<file path="src/rtl/hazard_scoreboard_if.sv">
// Pipeline <-> load-use hazard scoreboard signal bundle.
// The pipeline (master) presents the ID-stage instruction and MEM/WB load
// writebacks; the scoreboard (slave) returns stall and status.
interface hazard_scoreboard_if;
  logic        IF_ID_valid;
  logic [4:0]  IF_ID_rs1;
  logic [4:0]  IF_ID_rs2;
  logic [4:0]  IF_ID_rd;
  logic        IF_ID_memread;
  logic        flush;
  logic        MEM_WB_ldvalid;
  logic [4:0]  MEM_WB_rd;
  logic        stall;
  logic [31:0] busy;
  logic [2:0]  outstanding;
  logic        timeout;
  logic        protocol_err;

  modport master (
    output IF_ID_valid, IF_ID_rs1, IF_ID_rs2, IF_ID_rd, IF_ID_memread, flush,
           MEM_WB_ldvalid, MEM_WB_rd,
    input  stall, busy, outstanding, timeout, protocol_err
  );

  modport slave (
    input  IF_ID_valid, IF_ID_rs1, IF_ID_rs2, IF_ID_rd, IF_ID_memread, flush,
           MEM_WB_ldvalid, MEM_WB_rd,
    output stall, busy, outstanding, timeout, protocol_err
  );
endinterface

</file>
<file path="src/rtl/hazard_scoreboard.sv">
// Load-use hazard scoreboard: tracks registers awaiting load data, stalls the
// ID stage on a true dependency or a full load queue, and flags stuck stalls
// and bogus writebacks.
module hazard_scoreboard #(
  parameter int MAX_OUT = 4,   // outstanding load limit, 1..7
  parameter int TIMEOUT = 64   // consecutive stall cycles that raise timeout
) (
  input logic                 clk,
  input logic                 rst,
  hazard_scoreboard_if.slave  sb
);

  localparam int         CNT_W     = $clog2(TIMEOUT + 1);
  localparam logic [2:0] MAX_OUT_C = 3'(MAX_OUT);

  typedef enum logic {RUN, STALL} state_e;

  state_e           state_q, state_d;
  logic [31:0]      busy_q, busy_d;
  logic [2:0]       outstanding_q, outstanding_d;
  logic [CNT_W-1:0] stall_cnt_q, stall_cnt_d;
  logic             timeout_q, timeout_d;
  logic             protocol_err_q, protocol_err_d;

  logic clr, issue, stall, haz_rs1, haz_rs2, full;

  // Hazard detection, stall and issue decode.
  always_comb begin
    clr     = sb.MEM_WB_ldvalid && (sb.MEM_WB_rd != 5'd0) && busy_q[sb.MEM_WB_rd];
    // A writeback landing this cycle is forwarded from MEM/WB, so it resolves
    // the dependency without a stall.
    haz_rs1 = (sb.IF_ID_rs1 != 5'd0) && busy_q[sb.IF_ID_rs1]
              && !(clr && (sb.MEM_WB_rd == sb.IF_ID_rs1));
    haz_rs2 = (sb.IF_ID_rs2 != 5'd0) && busy_q[sb.IF_ID_rs2]
              && !(clr && (sb.MEM_WB_rd == sb.IF_ID_rs2));
    full    = (outstanding_q == MAX_OUT_C);
    stall   = sb.IF_ID_valid && !sb.flush
              && (haz_rs1 || haz_rs2 || (sb.IF_ID_memread && full && !clr));
    issue   = sb.IF_ID_valid && !stall && !sb.flush && sb.IF_ID_memread
              && (sb.IF_ID_rd != 5'd0);
  end

  // Next-state for the scoreboard, load counter, stall FSM and sticky flags.
  always_comb begin
    // NOTE: every always_comb output gets a default first so no path leaves it
    // unassigned, which would otherwise infer a latch.
    busy_d         = busy_q;
    outstanding_d  = outstanding_q;
    state_d        = state_q;
    stall_cnt_d    = stall_cnt_q;
    timeout_d      = timeout_q;
    protocol_err_d = protocol_err_q;

    // Clear first, then set, so a same-register set wins.
    if (clr)   busy_d[sb.MEM_WB_rd] = 1'b0;
    if (issue) busy_d[sb.IF_ID_rd]  = 1'b1;
    busy_d[0] = 1'b0;

    case ({issue, clr})
      2'b10:   if (outstanding_q != MAX_OUT_C) outstanding_d = outstanding_q + 3'd1;
      2'b01:   if (outstanding_q != 3'd0)      outstanding_d = outstanding_q - 3'd1;
      default: outstanding_d = outstanding_q;
    endcase

    if (sb.MEM_WB_ldvalid && ((sb.MEM_WB_rd == 5'd0) || !busy_q[sb.MEM_WB_rd]))
      protocol_err_d = 1'b1;

    if (stall && (stall_cnt_q == CNT_W'(TIMEOUT - 1)))
      timeout_d = 1'b1;

    // In RUN the counter is already 0, so entering STALL loads 1.
    case (state_q)
      RUN: begin
        state_d     = stall ? STALL : RUN;
        stall_cnt_d = stall ? CNT_W'(1) : '0;
      end
      STALL: begin
        state_d = stall ? STALL : RUN;
        if (!stall)
          stall_cnt_d = '0;
        else if (stall_cnt_q != CNT_W'(TIMEOUT))
          stall_cnt_d = stall_cnt_q + CNT_W'(1);
      end
      default: begin
        state_d     = RUN;
        stall_cnt_d = '0;
      end
    endcase
  end

  // State registers with synchronous reset.
  always_ff @(posedge clk) begin
    // NOTE: sequential state uses non-blocking assignments so every register
    // samples the pre-edge values regardless of statement order.
    if (rst) begin
      state_q        <= RUN;
      busy_q         <= '0;
      outstanding_q  <= '0;
      stall_cnt_q    <= '0;
      timeout_q      <= 1'b0;
      protocol_err_q <= 1'b0;
    end else begin
      state_q        <= state_d;
      busy_q         <= busy_d;
      outstanding_q  <= outstanding_d;
      stall_cnt_q    <= stall_cnt_d;
      timeout_q      <= timeout_d;
      protocol_err_q <= protocol_err_d;
    end
  end

  assign sb.stall        = stall;
  assign sb.busy         = busy_q;
  assign sb.outstanding  = outstanding_q;
  assign sb.timeout      = timeout_q;
  assign sb.protocol_err = protocol_err_q;

endmodule

</file>
<file path="src/flat_wrapper.sv">
// flat-port wrapper written by rule: the top's interface ports become plain ports
module hazard_scoreboard_flat 
#(
  parameter int MAX_OUT = 4,                                  
  parameter int TIMEOUT = 64                                                 
)
  (clk, rst, sb_IF_ID_valid, sb_IF_ID_rs1, sb_IF_ID_rs2, sb_IF_ID_rd, sb_IF_ID_memread, sb_flush, sb_MEM_WB_ldvalid, sb_MEM_WB_rd, sb_stall, sb_busy, sb_outstanding, sb_timeout, sb_protocol_err);
  hazard_scoreboard_if sb_i ();
  input logic clk;
  input logic rst;
  input wire logic [$bits(sb_i.IF_ID_valid)-1:0] sb_IF_ID_valid;
  input wire logic [$bits(sb_i.IF_ID_rs1)-1:0] sb_IF_ID_rs1;
  input wire logic [$bits(sb_i.IF_ID_rs2)-1:0] sb_IF_ID_rs2;
  input wire logic [$bits(sb_i.IF_ID_rd)-1:0] sb_IF_ID_rd;
  input wire logic [$bits(sb_i.IF_ID_memread)-1:0] sb_IF_ID_memread;
  input wire logic [$bits(sb_i.flush)-1:0] sb_flush;
  input wire logic [$bits(sb_i.MEM_WB_ldvalid)-1:0] sb_MEM_WB_ldvalid;
  input wire logic [$bits(sb_i.MEM_WB_rd)-1:0] sb_MEM_WB_rd;
  output wire logic [$bits(sb_i.stall)-1:0] sb_stall;
  output wire logic [$bits(sb_i.busy)-1:0] sb_busy;
  output wire logic [$bits(sb_i.outstanding)-1:0] sb_outstanding;
  output wire logic [$bits(sb_i.timeout)-1:0] sb_timeout;
  output wire logic [$bits(sb_i.protocol_err)-1:0] sb_protocol_err;
  assign sb_i.IF_ID_valid = sb_IF_ID_valid;
  assign sb_i.IF_ID_rs1 = sb_IF_ID_rs1;
  assign sb_i.IF_ID_rs2 = sb_IF_ID_rs2;
  assign sb_i.IF_ID_rd = sb_IF_ID_rd;
  assign sb_i.IF_ID_memread = sb_IF_ID_memread;
  assign sb_i.flush = sb_flush;
  assign sb_i.MEM_WB_ldvalid = sb_MEM_WB_ldvalid;
  assign sb_i.MEM_WB_rd = sb_MEM_WB_rd;
  assign sb_stall = sb_i.stall;
  assign sb_busy = sb_i.busy;
  assign sb_outstanding = sb_i.outstanding;
  assign sb_timeout = sb_i.timeout;
  assign sb_protocol_err = sb_i.protocol_err;
  hazard_scoreboard #(.MAX_OUT(MAX_OUT), .TIMEOUT(TIMEOUT)) u_core (.clk(clk), .rst(rst), .sb(sb_i));
endmodule
</file>
<file path="config.mk">
export PLATFORM = sky130hd
export DESIGN_NAME = hazard_scoreboard_flat
export DESIGN_NICKNAME = d
export VERILOG_FILES = /design/src/rtl/hazard_scoreboard_if.sv /design/src/rtl/hazard_scoreboard.sv /design/src/flat_wrapper.sv
export SDC_FILE = /design/constraint.sdc
export NUM_CORES = 1
export LEC_CHECK = 0
export BUFFER_PORTS_ARGS = -buffer_cell sky130_fd_sc_hd__buf_2
export CORE_ASPECT_RATIO = 0.75
export CORE_UTILIZATION = 58
export CTS_BUF_LIST = sky130_fd_sc_hd__clkbuf_2
export CTS_CLUSTER_SIZE = 20
export DETAILED_ROUTE_END_ITERATION = 10
export PLACE_DENSITY = 0.84
export SETUP_SLACK_MARGIN = 0.2
export SLEW_MARGIN = 25
export SYNTH_ARGS = -nofsm -noshare
export SYNTH_HDL_FRONTEND = slang
export SYNTH_SLANG_ARGS = --single-unit
</file>
<file path="constraint.sdc">
create_clock -name clk -period 4.71 [get_ports clk]
set_input_delay 1.1775 -clock clk [delete_from_list [all_inputs] [get_ports clk]]
set_output_delay 1.1775 -clock clk [all_outputs]
set_load 0.02 [all_outputs]
</file>
==> results by group, run 1 <==
Hold path
  – Hold depth: 1
  – Worst hold path class: reg -> reg

Critical path
  – CP Class: in -> out
  – Bufs and invs on worst path: 2
  – WP data required: 3.53 ns
  – Crit path capture: sb_stall
  – Worst path top cell family by delay: simple AND/OR/NAND/NOR gates
  – Most frequent CP cell: buf_2
  – R2R Setup Slk: 1.28 ns
  – CP Launch Type: input pin
  – Arr. time, crit path: 3.25 ns
  – Critical Path Stages: 9
  – Crit-path max FO: 13
  – Endpoint class of the critical path: primary output
  – Worst R2R Path Depth: 14
  – Worst Setup SP: sb_MEM_WB_rd[2]
  – Largest stage delay, worst path: 0.59 ns
  – Reg-to-Reg End: u_core.sb.outstanding[2]
  – Slowest cell on the critical path: nor3b_1
  – Critical Path, Cell by Cell: buf_2, nor3b_1, a22oi_1, o2111ai_2, o21ai_4, nor4_4, o221ai_4, and2_2, buf_2
  – FF-to-FF Start: u_core.sb.busy[9]

Clocking
  – H-tree levels: 2
  – Resized cells post-CTS: 0
  – Clk slew on worst S/H paths: 0.25 ns
  – CTS Root Cell: clkbuf_2
  – Clock insertion delay at the later pin of the skew report: 0.44 ns
  – Clk sink count: 44
  – CTS tree: built
  – CTS max path bufs: 2
  – Hold-fix buffer count after cts: 0
  – Postcts setup bufs: 0
  – CTS Buf Count: 5

Synth
  – Syn Area/Cell: 9.37 µm²
  – Most common cell in the netlist: dfxtp_1
  – Register area share after synthesis: 26.7%
  – Distinct cells, synth: 65
  – Post-Syn Instances: 352
  – Top-area cell type share of the netlist area: 26.7%
  – Post-synth top area cell: dfxtp_1
  – Yosys warns: 0
  – Synth Flop Type: dfxtp_1
  – Synth top cells by count: 44 x dfxtp_1, 33 x nand3_1, 29 x nand2_1, 16 x o31ai_1
  – Number of flops mapped to enable cells by yosys: 0
  – Synthesized Nets: 383
  – Mapped cell area: 0.00330 mm²
  – Yosys reg bits: 44
  – Top cells by area, synth: dfxtp_1 27%, mux4_2 10%, nand3_1 5.0%, o31ai_1 3.6%, nand2_1 3.3%
  – Share of synthesized flip-flops with an asynchronous set or reset: 0%

Global route
  – Largest net degree at the start of global routing: 38
  – Grt total ovfl: 0
  – Overall routing resource usage: 35.9%
  – First-pass GRT wire length: 15800 µm
  – Vias in the first global route: 2994
  – Initial antenna violation count: 0

Finish
  – Post-layout util: 69.3%
  – Layout cells sized above 1: 29.2%
  – Fill count: 440
  – Synthesis-to-finish area growth: 13.7%
  – N_diodes: 0
  – Fin area: 0.00375 mm²
  – NumNets Final: 437

Die
  – DIE HEIGHT: 67.3 µm
  – Total die area: 0.00599 mm²
  – Initial Utilization: 60.9%
  – IO Pins: 64
  – Die width: 89.1 µm
  – Core footprint: 0.00541 mm²
  – Rows: 23

Detailed routing
  – WL met2: 4600 µm
  – Drt pass-1 iters: 5
  – DRC viols: 0
  – Vias per cell: 6.98
  – Met3 wire len: 1370 µm
  – Via count: 3363
  – Initial drt markers: 484
  – Routed wire length: 10500 µm
  – DR top layer: met4
  – Met1 WL: 4310 µm
  – Post-DRT Antenna Nets: 0
  – DR WL/cell: 21.8 µm

Timing
  – Final hold slack: 0.518 ns
  – RSZ-0062 raised after global routing: no
  – Final worst path period need: 4.43 ns
  – Final-report hold violation count: 0
  – Fmax: 226 MHz
  – Endpoints failing setup: 0
  – Worst-case clock skew: 0.0260 ns
  – Slew Viols, Final: 0
  – Slew @ Worst Pin: 0.993 ns
  – Setup TNS Final: 0 ns
  – Final period utilization: 93.9%
  – Slew headroom: 33.7%

Power
  – Leakage: 1.43 nW
  – Maximum vdd ir drop: 0.000143 V
  – Power Density: 201 mW/mm²
  – Pwr Total: 753 µW

Place
  – PortBufs: 62
  – Post-Place Cell Area: 0.00367 mm²
  – Routability Congestion: 0.952
  – Hpwl dp: 7460 µm

Job
  – Total of max-cap violations: 0

Outcome
  – Status: completed
-- layer usage --
layer,GRT usage (%),vias to the layer above
met3,9.66,34
met2,55.2,260
li1,-,1491
met5,0,-
met4,10.5,0
met1,49.8,1578
-- sequential cells by signal, summed over array words and instances (netlist names) --
register / flops
u_core.sb.protocol_err: 1
u_core.sb.outstanding: 3
u_core.sb.busy: 31
u_core.stall_cnt_q: 7
u_core.sb.timeout: 1
u_core.state_q: 1
-- cells in the final DEF, fill, tap and decap left out, drive strengths merged, types with 11 or more instances in the layout --
master,Yosys,layout
o31ai,16,16
nand2,29,29
nor2,13,13
mux4,15,15
buf,12,73
o41ai,15,15
inv,11,11
nand3,33,33
dfxtp,44,44
-- per-stage QoR --
step	cells	setup WS, ns
after floorplan	352	0.205
after global placement	474	0.312
after detailed placement	474	0.285
after CTS	482	0.211
after global routing	482	0.211
final	482	0.285
-- power breakdown --
part | internal (mW) | switching (mW)
registers | 0.376 | 0.00360
logic | 0.0529 | 0.0967
clock network | 0.0892 | 0.135
total | 0.519 | 0.235
-- layout make-up --
type / instances / area, µm² / area share (%)
Multi-Input combinational cell: 270 / 2260 / 60.3
Sequential cell: 44 / 881 / 23.5
Timing Repair Buffer: 74 / 403 / 10.7
Tap cell: 75 / 93.8 / 2.50
Clock inverter: 3 / 42.5 / 1.13
Inverter: 11 / 41.3 / 1.10
Clock buffer: 5 / 25.0 / 0.668
-- cell families after synthesis --
logic type	synth area share [%]
simple gates	26.4
compound gates	19.5
flops	26.7
buf+inv	5.31
mux	15.0
xor+xnor	4.78
fa+ha+maj	2.13
other cells	0.114
-- worst min-delay path by stage --
stage / slack, ns / end / startpoint
global route: 0.54 / u_core.sb.timeout / u_core.sb.timeout
detailed placement: 0.46 / u_core.sb.timeout / u_core.sb.timeout
floorplan: 0.49 / u_core.stall_cnt_q[6] / u_core.state_q
finish: 0.52 / u_core.sb.timeout / u_core.sb.timeout
CTS: 0.52 / u_core.sb.timeout / u_core.sb.timeout
global placement: 0.47 / u_core.sb.timeout / u_core.sb.timeout
Power figures use the tool's default switching activity.
==> run 2: changes to the inputs <==
- CORE_UTILIZATION: 58 -> 62
- PLACE_DENSITY: 0.84 -> 0.89
- clock period: 4.71 -> 5.4 ns (I/O delays scaled with it)
==> run 2 against run 1 <==
Compared with the run above:
- total power down 14%
- global-route usage grew 0.92 points
- sequential share of layout area increased by 0.56 points
- worst hold slack better by 0.0047 ns
- non-clock buffer count decreased by 9
- flip-flop and latch count is the same
- core utilization up 3.8 points
- cell count decreased by 2.5%
- combinational power fell by 18%
- largest power group unchanged
- via count is 2.0% lower
- register-to-register slack gained 0.43 ns
==> results by group, run 2 (synthesis gave the netlist of run 1 again) <==
Detailed routing
  – Initial drt markers: 446
  – DRC viols: 0
  – DR WL/cell: 21.2 µm
  – Drt pass-1 iters: 5
  – Post-DRT Antenna Nets: 0
  – Vias per cell: 7.01
  – Via count: 3297
  – Routed wire length: 9940 µm

Power
  – Leakage: 1.39 nW
  – Power Density: 177 mW/mm²
  – Maximum vdd ir drop: 0.000158 V

Finish
  – Most frequent cells in the layout: 62 x buf_2, 44 x dfxtp_1, 33 x nand3_1
  – N_diodes: 0
  – Finished Layout Cells: 470
  – Most common library cell in the layout ignoring fill and taps: buf_2
  – NumNets Final: 428
  – Max reg flops: 31
  – Layout cells sized above 1: 27.1%
  – Post-layout util: 73.1%
  – Synthesis-to-finish area growth: 11.0%

Place
  – Hpwl dp: 7180 µm
  – Routability Congestion: 1.01
  – PortBufs: 62
  – Placed cells: 462

Hold path
  – Worst hold path class: reg -> reg
  – Hold depth: 1
  – Hold endpoint: u_core.sb.timeout
  – Hold Startpoint: u_core.sb.timeout

Critical path
  – Slowest cell on the critical path: mux4_2
  – Endpoint class of the critical path: primary output
  – Worst path top cell family by delay: compound AO/OA/AOI/OAI gates
  – Largest stage delay, worst path: 0.56 ns
  – Arr. time, crit path: 3.62 ns
  – Crit-path max FO: 19
  – Critical Path, Cell by Cell: buf_2, mux4_2, a22oi_1, o2111ai_2, o21ai_2, inv_1, o221ai_4, and2_1, buf_2
  – Reg-to-Reg End: u_core.sb.outstanding[2]
  – CP Launch Type: input pin
  – R2R Setup Slk: 1.71 ns
  – Worst R2R Path Depth: 15
  – WP data required: 4.05 ns
  – FF-to-FF Start: u_core.sb.busy[26]
  – CP Class: in -> out
  – Most frequent CP cell: buf_2
  – Bufs and invs on worst path: 3

Outcome
  – Status: completed

Timing
  – Slew @ Worst Pin: 0.966 ns
  – Final-report hold violation count: 0
  – RSZ-0062 raised after global routing: no
  – Slew headroom: 35.5%
  – Fmax: 201 MHz
  – Slew Viols, Final: 0
  – Setup TNS Final: 0 ns
  – Final worst path period need: 4.97 ns
  – Endpoints failing setup: 0
  – Final period utilization: 92.0%
  – Worst-case clock skew: 0.0170 ns

Clocking
  – H-tree levels: 2
  – CTS Buf Count: 5
  – CTS tree: built
  – Clock insertion delay at the later pin of the skew report: 0.43 ns
  – Resized cells post-CTS: 0
  – Hold-fix buffer count after cts: 0
  – CTS max path bufs: 2
  – Clk slew on worst S/H paths: 0.22 ns
  – Clk sink count: 44
  – CTS Root Cell: clkbuf_2
  – Postcts setup bufs: 0

Global route
  – Initial antenna violation count: 0
  – Largest net degree at the start of global routing: 42
  – Grt total ovfl: 0
  – First-pass GRT wire length: 15700 µm
  – Overall routing resource usage: 36.8%
  – Vias in the first global route: 3051

Die
  – Rows: 22
  – Total die area: 0.00562 mm²
  – IO Pins: 64
  – DIE HEIGHT: 65.2 µm
  – Die width: 86.2 µm
  – Initial Utilization: 65.8%
  – Core footprint: 0.00501 mm²

Job
  – Total of max-cap violations: 0
[run 2: worst reg2reg max path, delay by kind of cell, from the launching register on]
kind,cells,cell delay [ns]
AOI/OAI and AO/OA,4,0.90
xor gates and xnor gates,2,0.29
adders and majority gates,2,0.57
buffers and inverters,3,0.64
DFF,1,0.44
muxes,1,0.49
and+or+nand+nor,3,0.33
[run 2: worst max path at each step]
stage / endpoint / from / depth (start not counted) / slack, ns
floorplan: sb_stall / sb_MEM_WB_rd[0] / 9 / 0.44
global placement: u_core.sb.outstanding[2] / sb_MEM_WB_rd[0] / 16 / 0.50
detailed placement: u_core.sb.outstanding[2] / sb_MEM_WB_rd[0] / 16 / 0.35
CTS: sb_stall / sb_MEM_WB_rd[0] / 9 / 0.45
global route: sb_stall / sb_MEM_WB_rd[0] / 9 / 0.32
finish: sb_stall / sb_MEM_WB_rd[0] / 9 / 0.43
[run 2: report_power, final]
| part | switching [mW] | internal, mW | total, mW |
|---|---|---|---|
| logic | 0.0820 | 0.0407 | 0.123 |
| registers | 0.00324 | 0.328 | 0.331 |
| clock network | 0.114 | 0.0776 | 0.192 |
[run 2: layout make-up]
type                            count  area (µm²)
Clock buffer                        5        25.0
Clock inverter                      3        42.5
Fill cell                         392        1350
Inverter                           11        41.3
Multi-Input combinational cell    270        2250
Sequential cell                    44         881
Tap cell                           72        90.1
Timing Repair Buffer               65         333
[run 2: through the flow]
stage | area (µm²) | hold slack [ns] | total power, mW | setup slack (ns)
global placement | 3590 | 0.480 | 0.453 | 0.503
floorplan | 3300 | 0.490 | 0.427 | 0.438
detailed placement | 3590 | 0.465 | 0.457 | 0.347
finish | 3660 | 0.523 | 0.646 | 0.430
global route | 3660 | 0.556 | 0.667 | 0.322
CTS | 3660 | 0.521 | 0.642 | 0.446
[run 2: per-layer routing]
metal | part of all wire [%] | track usage [%] | up-vias | routed length, µm
met4 | 2.0 | 8.75 | 0 | 199
met2 | 43 | 55.5 | 251 | 4280
met1 | 41 | 51.0 | 1544 | 4040
li1 | - | - | 1459 | -
met3 | 14 | 12.6 | 43 | 1430
met5 | 0 | 0 | - | 0
==> run 3: changes to the inputs <==
- PLACE_DENSITY: 0.89 -> not set
- PLACE_DENSITY_LB_ADDON: not set -> 0.12
==> run 3 against run 2 <==
Compared with the run above:
- global-route usage decreased by 0.51 points
- wire length down 1.1%
- non-clock buffer count unchanged
- first-iteration DRC count is 1.1% higher
- via count shrank 2.1%
- total power increased by 0.82%
- final area stayed put
- core utilization is the same
- critical path type unchanged
- critical endpoint unchanged
- largest cell class unchanged
==> results by group, run 3 (synthesis gave the netlist of run 1 again) <==
Critical path
  – Arr. time, crit path: 3.68 ns
  – Largest stage delay, worst path: 0.43 ns
  – Worst path top cell family by delay: compound AO/OA/AOI/OAI gates
  – Most frequent CP cell: buf_2
  – CP Class: in -> out
  – WP data required: 4.05 ns
  – Bufs and invs on worst path: 3
  – Critical Path, Cell by Cell: buf_2, mux4_2, a22oi_1, o2111ai_2, o21ai_2, inv_1, o221ai_4, and2_1, buf_2
  – CP Launch Type: input pin
  – FF-to-FF Start: u_core.sb.busy[26]
  – Endpoint class of the critical path: primary output
  – Crit-path max FO: 23
  – Slowest cell on the critical path: o21ai_2
  – Worst Setup SP: sb_MEM_WB_rd[1]
  – R2R Setup Slk: 1.44 ns

Global route
  – First-pass GRT wire length: 15600 µm
  – Overall routing resource usage: 36.3%
  – Met2 GRT Util: 51.2%
  – Met1 Resource Use GR: 53.5%
  – Largest net degree at the start of global routing: 43
  – Initial antenna violation count: 0
  – GR peak layer: met1
  – Grt total ovfl: 0
  – Met3 GRT Util: 12.4%
  – Vias in the first global route: 2914

Finish
  – Fin area: 0.00366 mm²
  – Storage cell area: 881 µm²
  – Post-layout util: 73.1%
  – Most common library cell in the layout ignoring fill and taps: buf_2
  – Layout cells sized above 1: 27.1%
  – NumNets Final: 428
  – Synthesis-to-finish area growth: 11.0%
  – Max reg flops: 31
  – Multi-input logic area: 0.00225 mm²
  – Fill count: 402
  – Most frequent cells in the layout: 62 x buf_2, 44 x dfxtp_1, 33 x nand3_1
  – N_diodes: 0

Timing
  – Setup TNS Final: 0 ns
  – RSZ-0062 raised after global routing: no
  – Slew Viols, Final: 0
  – Final period utilization: 93.1%
  – Endpoints failing setup: 0
  – Final-report hold violation count: 0
  – Fmax: 199 MHz
  – Slew @ Worst Pin: 0.926 ns
  – Final worst path period need: 5.03 ns
  – Slew headroom: 38.1%
  – Worst-case clock skew: 0.0184 ns

Place
  – Hpwl dp: 7090 µm
  – Routability Congestion: 0.941
  – PortBufs: 62
  – Post-Place Cell Area: 0.00359 mm²

Clocking
  – CTS Buf Count: 5
  – Resized cells post-CTS: 0
  – CTS Root Cell: clkbuf_2
  – CTS max path bufs: 2
  – Hold-fix buffer count after cts: 0
  – H-tree levels: 2
  – Clock insertion delay at the later pin of the skew report: 0.43 ns
  – Clk slew on worst S/H paths: 0.24 ns
  – Postcts setup bufs: 0
  – CTS tree: built
  – Clk sink count: 44

Hold path
  – Worst hold path class: reg -> reg
  – Hold Startpoint: u_core.sb.timeout

Detailed routing
  – DR WL/cell: 20.9 µm
  – Initial drt markers: 451
  – DRC viols: 0
  – Vias per cell: 6.87
  – Routed wire length: 9830 µm
  – Via count: 3228
  – Post-DRT Antenna Nets: 0
  – Drt pass-1 iters: 5

Die
  – Rows: 22
  – DIE HEIGHT: 65.2 µm
  – Initial Utilization: 65.8%
  – Core footprint: 0.00501 mm²
  – Die width: 86.2 µm
  – Total die area: 0.00562 mm²
  – IO Pins: 64

Power
  – Leakage: 1.39 nW
  – Power Density: 178 mW/mm²
  – Pwr Total: 651 µW
  – Maximum vdd ir drop: 0.000122 V

Job
  – Total of max-cap violations: 0

Outcome
  – Status: completed
-- run 3: per-layer routing --
layer  vias to the layer above  wire length [µm]
met3                        13              1290
met4                         0               109
li1                       1472                 -
met1                      1534              4420
met2                       209              4010
met5                         -                 0
-- run 3: per-stage QoR --
stage                     hold slack [ns]  std cells  setup WS [ns]
after floorplan                     0.490        352          0.438
after global placement              0.471        462          0.424
after detailed placement            0.462        462          0.245
after CTS                           0.517        470          0.409
after global routing                0.552        470          0.242
final                               0.519        470          0.373
-- run 3: worst paths after layout --
path / cells after the start / end
worst max-delay path: 9 / sb_stall
worst min register to register: 1 / u_core.sb.timeout
worst max register to register: 15 / u_core.sb.outstanding[2]
worst min-delay path: 1 / u_core.sb.timeout
-- run 3: final cells by class --
cell class	count	share of cell area, %
flip-flops and latches	44	24.1
well taps	72	2.46
clock buffers	5	0.684
multi-input cells	270	61.4
inverters	11	1.13
repair buffers	65	9.09
clock inverters	3	1.16
-- run 3: where the power goes --
| group | switching [mW] | internal [mW] |
|---|---|---|
| sequential | 0.00306 | 0.328 |
| clock | 0.119 | 0.0778 |
| combinational | 0.0825 | 0.0411 |
